File: src/rtl/wb_arbiter.sv
// Write-back arbiter: merges single-cycle port-A results and FIFO-buffered port-B load
// returns into one registered register-file write per cycle, with a pending-write mask.
module wb_arbiter #(
  parameter int unsigned B_DEPTH  = 4,
  parameter int unsigned MAX_WAIT = 3
) (
  input  logic        clk,
  input  logic        rst,
  input  logic        i_a_valid,
  output logic        o_a_ready,
  input  logic [0:5]  i_a_addr,
  input  logic [0:2]  i_a_ppp,
  input  logic [0:63] i_a_data,
  input  logic        i_b_valid,
  output logic        o_b_ready,
  input  logic [0:5]  i_b_addr,
  input  logic [0:2]  i_b_ppp,
  input  logic [0:63] i_b_data,
  output logic        o_wb_en,
  output logic [0:2]  o_wb_ppp,
  output logic [0:5]  o_wb_addr,
  output logic [0:63] o_wb_data,
  output logic [0:31] o_pend_mask,
  output logic        o_wb_err
);

  localparam int unsigned PtrW  = $clog2(B_DEPTH);
  localparam int unsigned CntW  = PtrW + 1;
  localparam int unsigned WaitW = (MAX_WAIT < 1) ? 1 : $clog2(MAX_WAIT + 1);
  localparam logic [CntW-1:0]  Depth   = CntW'(B_DEPTH);
  localparam logic [WaitW-1:0] MaxWait = WaitW'(MAX_WAIT);

  typedef struct packed {
    logic [0:5]  addr;
    logic [0:2]  ppp;
    logic [0:63] data;
  } entry_t;

  entry_t             r_mem [B_DEPTH];
  logic [B_DEPTH-1:0] r_vld;
  logic [PtrW-1:0]    r_wr_ptr;
  logic [PtrW-1:0]    r_rd_ptr;
  logic [CntW-1:0]    r_count;
  logic [WaitW-1:0]   r_wait;

  logic        r_wb_en;
  logic        r_wb_err;
  logic [0:2]  r_wb_ppp;
  logic [0:5]  r_wb_addr;
  logic [0:63] r_wb_data;

  logic   w_nonempty;
  logic   w_force_b;
  logic   w_grant_a;
  logic   w_grant_b;
  logic   w_grant;
  logic   w_push;
  entry_t w_sel;
  logic   w_sel_zero;
  logic   w_sel_legal;

  // Register 0 is checked separately: it is a silent drop, not an error.
  function automatic logic f_legal(input logic [0:5] addr, input logic [0:2] ppp);
    return (ppp <= 3'd4) && !addr[0] && (addr != 6'd0);
  endfunction

  assign w_nonempty  = (r_count != '0);
  assign w_force_b   = w_nonempty && (r_wait >= MaxWait);
  assign o_a_ready   = !rst && !w_force_b;
  assign o_b_ready   = !rst && (r_count < Depth);
  assign w_grant_a   = i_a_valid && o_a_ready;
  assign w_grant_b   = !rst && !w_grant_a && w_nonempty;
  assign w_grant     = w_grant_a || w_grant_b;
  assign w_push      = i_b_valid && o_b_ready;
  assign w_sel       = w_grant_a ? {i_a_addr, i_a_ppp, i_a_data} : r_mem[r_rd_ptr];
  assign w_sel_zero  = (w_sel.addr == 6'd0);
  assign w_sel_legal = f_legal(w_sel.addr, w_sel.ppp);

  always_comb begin
    o_pend_mask = '0;
    for (int unsigned i = 0; i < B_DEPTH; i++) begin
      if (r_vld[i] && f_legal(r_mem[i].addr, r_mem[i].ppp)) begin
        o_pend_mask[r_mem[i].addr[1:5]] = 1'b1;
      end
    end
    if (r_wb_en) begin
      o_pend_mask[r_wb_addr[1:5]] = 1'b1;
    end
  end

  always_ff @(posedge clk) begin
    if (w_push) begin
      r_mem[r_wr_ptr] <= {i_b_addr, i_b_ppp, i_b_data};
    end
  end

  always_ff @(posedge clk) begin
    if (rst) begin
      r_wr_ptr  <= '0;
      r_rd_ptr  <= '0;
      r_count   <= '0;
      r_vld     <= '0;
      r_wait    <= '0;
      r_wb_en   <= 1'b0;
      r_wb_err  <= 1'b0;
      r_wb_ppp  <= '0;
      r_wb_addr <= '0;
      r_wb_data <= '0;
    end else begin
      if (w_push) begin
        r_wr_ptr        <= r_wr_ptr + 1'b1;
        r_vld[r_wr_ptr] <= 1'b1;
      end
      if (w_grant_b) begin
        r_rd_ptr        <= r_rd_ptr + 1'b1;
        r_vld[r_rd_ptr] <= 1'b0;
      end
      case ({w_push, w_grant_b})
        2'b10:   r_count <= r_count + 1'b1;
        2'b01:   r_count <= r_count - 1'b1;
        default: r_count <= r_count;
      endcase
      // Counts how many times a waiting head was bypassed by port A.
      if (w_grant_b || !w_nonempty) begin
        r_wait <= '0;
      end else if (w_grant_a && (r_wait < MaxWait)) begin
        r_wait <= r_wait + 1'b1;
      end
      r_wb_en  <= w_grant && w_sel_legal;
      r_wb_err <= w_grant && !w_sel_zero && !w_sel_legal;
      if (w_grant) begin
        r_wb_ppp  <= w_sel.ppp;
        r_wb_addr <= w_sel.addr;
        r_wb_data <= w_sel.data;
      end
    end
  end

  assign o_wb_en   = r_wb_en;
  assign o_wb_err  = r_wb_err;
  assign o_wb_ppp  = r_wb_ppp;
  assign o_wb_addr = r_wb_addr;
  assign o_wb_data = r_wb_data;

endmodule

File: config.mk
export PLATFORM = sky130hd
export DESIGN_NAME = wb_arbiter
export DESIGN_NICKNAME = d
export VERILOG_FILES = /design/src/rtl/wb_arbiter.sv
export SDC_FILE = /design/constraint.sdc
export NUM_CORES = 1
export LEC_CHECK = 0
export ABC_AREA = 1
export BUFFER_PORTS_ARGS = -buffer_cell sky130_fd_sc_hd__buf_2
export CAP_MARGIN = 0
export CELL_PAD_IN_SITES_DETAIL_PLACEMENT = 1
export CELL_PAD_IN_SITES_GLOBAL_PLACEMENT = 2
export CORE_ASPECT_RATIO = 0.8
export CORE_UTILIZATION = 30
export DETAILED_ROUTE_END_ITERATION = 8
export PLACE_DENSITY = 0.7
export SYNTH_ARGS = -nofsm -noshare
export SYNTH_HDL_FRONTEND = slang
export SYNTH_SLANG_ARGS = --single-unit
File: constraint.sdc
create_clock -name clk -period 9.5 [get_ports clk]
set_clock_uncertainty 0.1 [all_clocks]
set_input_delay 1.425 -clock clk [delete_from_list [all_inputs] [get_ports clk]]
set_output_delay 1.425 -clock clk [all_outputs]
set_load 0.005 [all_outputs]
==> results.yml <==
placed_design:
  hpwl_um: 35350
  port_buffers: 258
  gp_congestion: 0.9043
  placed_area_mm2: 0.01801
power_and_ir_drop:
  p_switching_w: 0.001390
  max-vdd-ir-drop_mv: 0.1188
  power_density_mw_per_mm2: 235.4
  p_seq_share_pct: 45.1
  switching_share_pct: 30.50
  p_leak_nw: 7.205
  cell_internal_pwr_w: 0.003167
  pwr-share-clk_pct: 35.3
  finalPower_w: 0.004557
  power_frac_comb_pct: 19.6
timing:
  rsz0062_at_grt: "false"
  final.min_clock_period_ps: 4307
  drv_slew: 0
  maxSlewHeadroom_pct: 25.34
  worst_pin_slew_ps: 1120
  finalHoldViolCount: 0
  period_share_pct: 45.34
  fin_tns_setup_ps: 0
  fmax_mhz: 232.2
  setup_viol: 0
critical_path:
  worst_path_largest_cell_delay_ps: 740
  crit_fanout: 8
  crit_path_end_kind: "primary output"
  cp.required_ps: 7980
  cp_num_buf_inv: 2
  crit_top_cell: "nor2_1"
  cpMaxStageDelayCell: "nor2_1"
  path_class: "register to primary output"
  cp.arrival_ps: 2780
  cpLargestDelayFamily: "simple AND/OR/NAND/NOR gates"
  cp-start-kind: "register"
  worstPathCellList: "nor2_1, a21oi_2, inv_2, nor2_1, a22oi_1, nand2_1, buf_2"
drt:
  antenna_left: 0
  viasPerCell: 5.173
  drc: 6
  wl_per_cell_um: 21.96
  drtIter0Drc: 859
  first_pass_iters: 7
  num_vias: 12830
  wirelength_um: 54450
synth:
  synth-edff-count: 292
  syn_nets: 1689
  synth_cells: 1528
  synth_flop_cell: "edfxtp_1"
  syn_area_per_cell_um2: 10.56
  yosysSeqAreaShare_pct: 65.50
  syn_area_mm2: 0.01614
  synth.most_common_cell: "edfxtp_1"
  synth.distinct_cells: 35
  ys_warn_count: 0
  synth-seq-cells: 382
  synth_top_cell_by_area: "edfxtp_1"
  synth_area_leaders: "edfxtp_1, dfxtp_1, o21ai_0"
  synth_top_area_share_pct: 54.34
  synthArstFlopShare_pct: 0
  synth_common_cells: "edfxtp_1, nor2_1, o21ai_0"
status:
  status: "complete, but fails checks"
  violations: "DRC"
clock_tree:
  path_clk_slew_ps: 60
  insertion_delay_ps: 570
  clock_path_buffers: 3
  htree_levels: 2
  cts_tree: "built"
  clock_sink_count: 382
  post_cts_buffers: 0
  ctsHoldBuffers: 0
  root_buffer: "clkbuf_16"
  cts_made_buffers: 41
  cts_resized: 0
cells_and_area:
  area_delta_synth_final_pct: 19.99
  final_area_mm2: 0.01936
  fin_nets: 1913
  drive_gt1_share_pct: 19.45
floorplan:
  io_pins: 259
  die_area_mm2: 0.05473
  core_area_mm2: 0.05274
  rows: 75
  die_x_um: 261.3
  die_h_um: 209.4
  initial_core_util_pct: 30.60
global_route:
  grt.total_usage_pct: 19.67
  antenna_found_initial: 12
  grt_pass1_vias: 13130
  grt-ovfl-total: 0
  grt_start_max_net_pins: 83
  grt_pass1_wl_um: 81390
job:
  maxCapViolCount: 0
min_path:
  hp-class: "register to register"
[tightest hold or removal path: stages, from the launching register on]
cell and delay [ps]:
dfxtp_1 310, nand3_1 70, o21ai_1 50
[metal layers]
| metal | part of all wire (%) | GRT usage, % |
|---|---|---|
| met1 | 46 | 27.41 |
| met2 | 46 | 31.01 |
| met3 | 5.7 | 4.046 |
| met4 | 2.1 | 5.192 |
| met5 | 0.22 | 0 |
[through the flow]
stage | std cells | utilization, % | setup slack [ps] | hold WS, ps
5_1_grt | 2477 | 36.70 | 5063 | 395.3
3_5_place_dp | 2402 | 34.15 | 4669 | 369.3
3_3_place_gp | 2402 | 34.15 | 4634 | 357.6
6_report | 2480 | 36.71 | 5193 | 373.4
2_1_floorplan | 1528 | - | 4035 | 340.4
4_1_cts | 2477 | 36.70 | 5157 | 379.3
[kinds of logic after synthesis]
| logic type | Yosys count | synth area share, % |
|---|---|---|
| simple gates | 516 | 13.42 |
| buf+inv | 180 | 4.706 |
| flops | 382 | 65.50 |
| fa+ha+maj | 11 | 0.8994 |
| compound gates | 438 | 15.41 |
| xor+xnor | 1 | 0.05429 |
[worst paths after layout]
kind / from / to / slack (ps) / cells after the start
worst min register to register: o_wb_data[11] / o_wb_data[11] / 370 / 2
worst max-delay path: r_mem[1][68] / o_pend_mask[23] / 5190 / 7
worst max register to register: r_wait[0] / o_wb_err / 5980 / 9
worst min-delay path: o_wb_data[11] / o_wb_data[11] / 370 / 2
[final cells by class]
type | instances | area, um2
timing repair buffer | 271 | 1389
inverter | 90 | 342.8
clock buffer | 61 | 1162
clock inverter | 14 | 181.4
antenna | 3 | 7.507
multi-input combinational | 966 | 4837
fill | 5943 | 33380
tap | 693 | 867.1
sequential | 382 | 10580
[flip-flops by register name, indices dropped and copies added, names as in the netlist, named ones only]
register and flops:
r_vld 4, r_count 3, r_mem 292, r_rd_ptr 2, o_wb_en 1, o_wb_ppp 3, o_wb_addr 6, r_wr_ptr 2
r_wait 2, o_wb_data 64, o_wb_err 1
[cell usage in the layout (no fill, tap or decap), types with 2 or more instances in the layout]
cell type,netlist,final
ha_1,10,10
clkbuf_8,0,4
buf_2,26,258
buf_4,9,13
a22oi_1,8,8
edfxtp_1,292,292
nor2_4,0,4
nand2_4,2,2
clkinvlp_4,0,2
nor3_1,32,32
clkinv_2,1,5
dfxtp_1,90,88
clkbuf_16,0,42
clkbuf_1,49,15
nor4_1,3,3
nand3_1,83,83
nand2_1,186,186
inv_2,4,3
o21ai_1,71,71
o21ai_0,190,190
a31oi_1,37,37
bufinv_16,0,3
nor2_1,191,187
diode_2,0,3
a21oi_2,2,2
clkinv_1,0,4
o211ai_1,4,4
o2111ai_1,8,8
o221ai_1,33,33
nand4_1,15,15
o22ai_1,46,46
a21oi_1,39,39
inv_1,85,84
[power by group through the flow]
stage / combinational (W) / clock (W) / sequential [W]
after floorplan: 0.000565 / 0 / 0.00204
after global placement: 0.000885 / 0 / 0.00209
after detailed placement: 0.000907 / 0 / 0.00209
after CTS: 0.000911 / 0.00165 / 0.00206
after global routing: 0.00100 / 0.00171 / 0.00207
final: 0.000895 / 0.00161 / 0.00205
(Power assumes the default switching activity.)
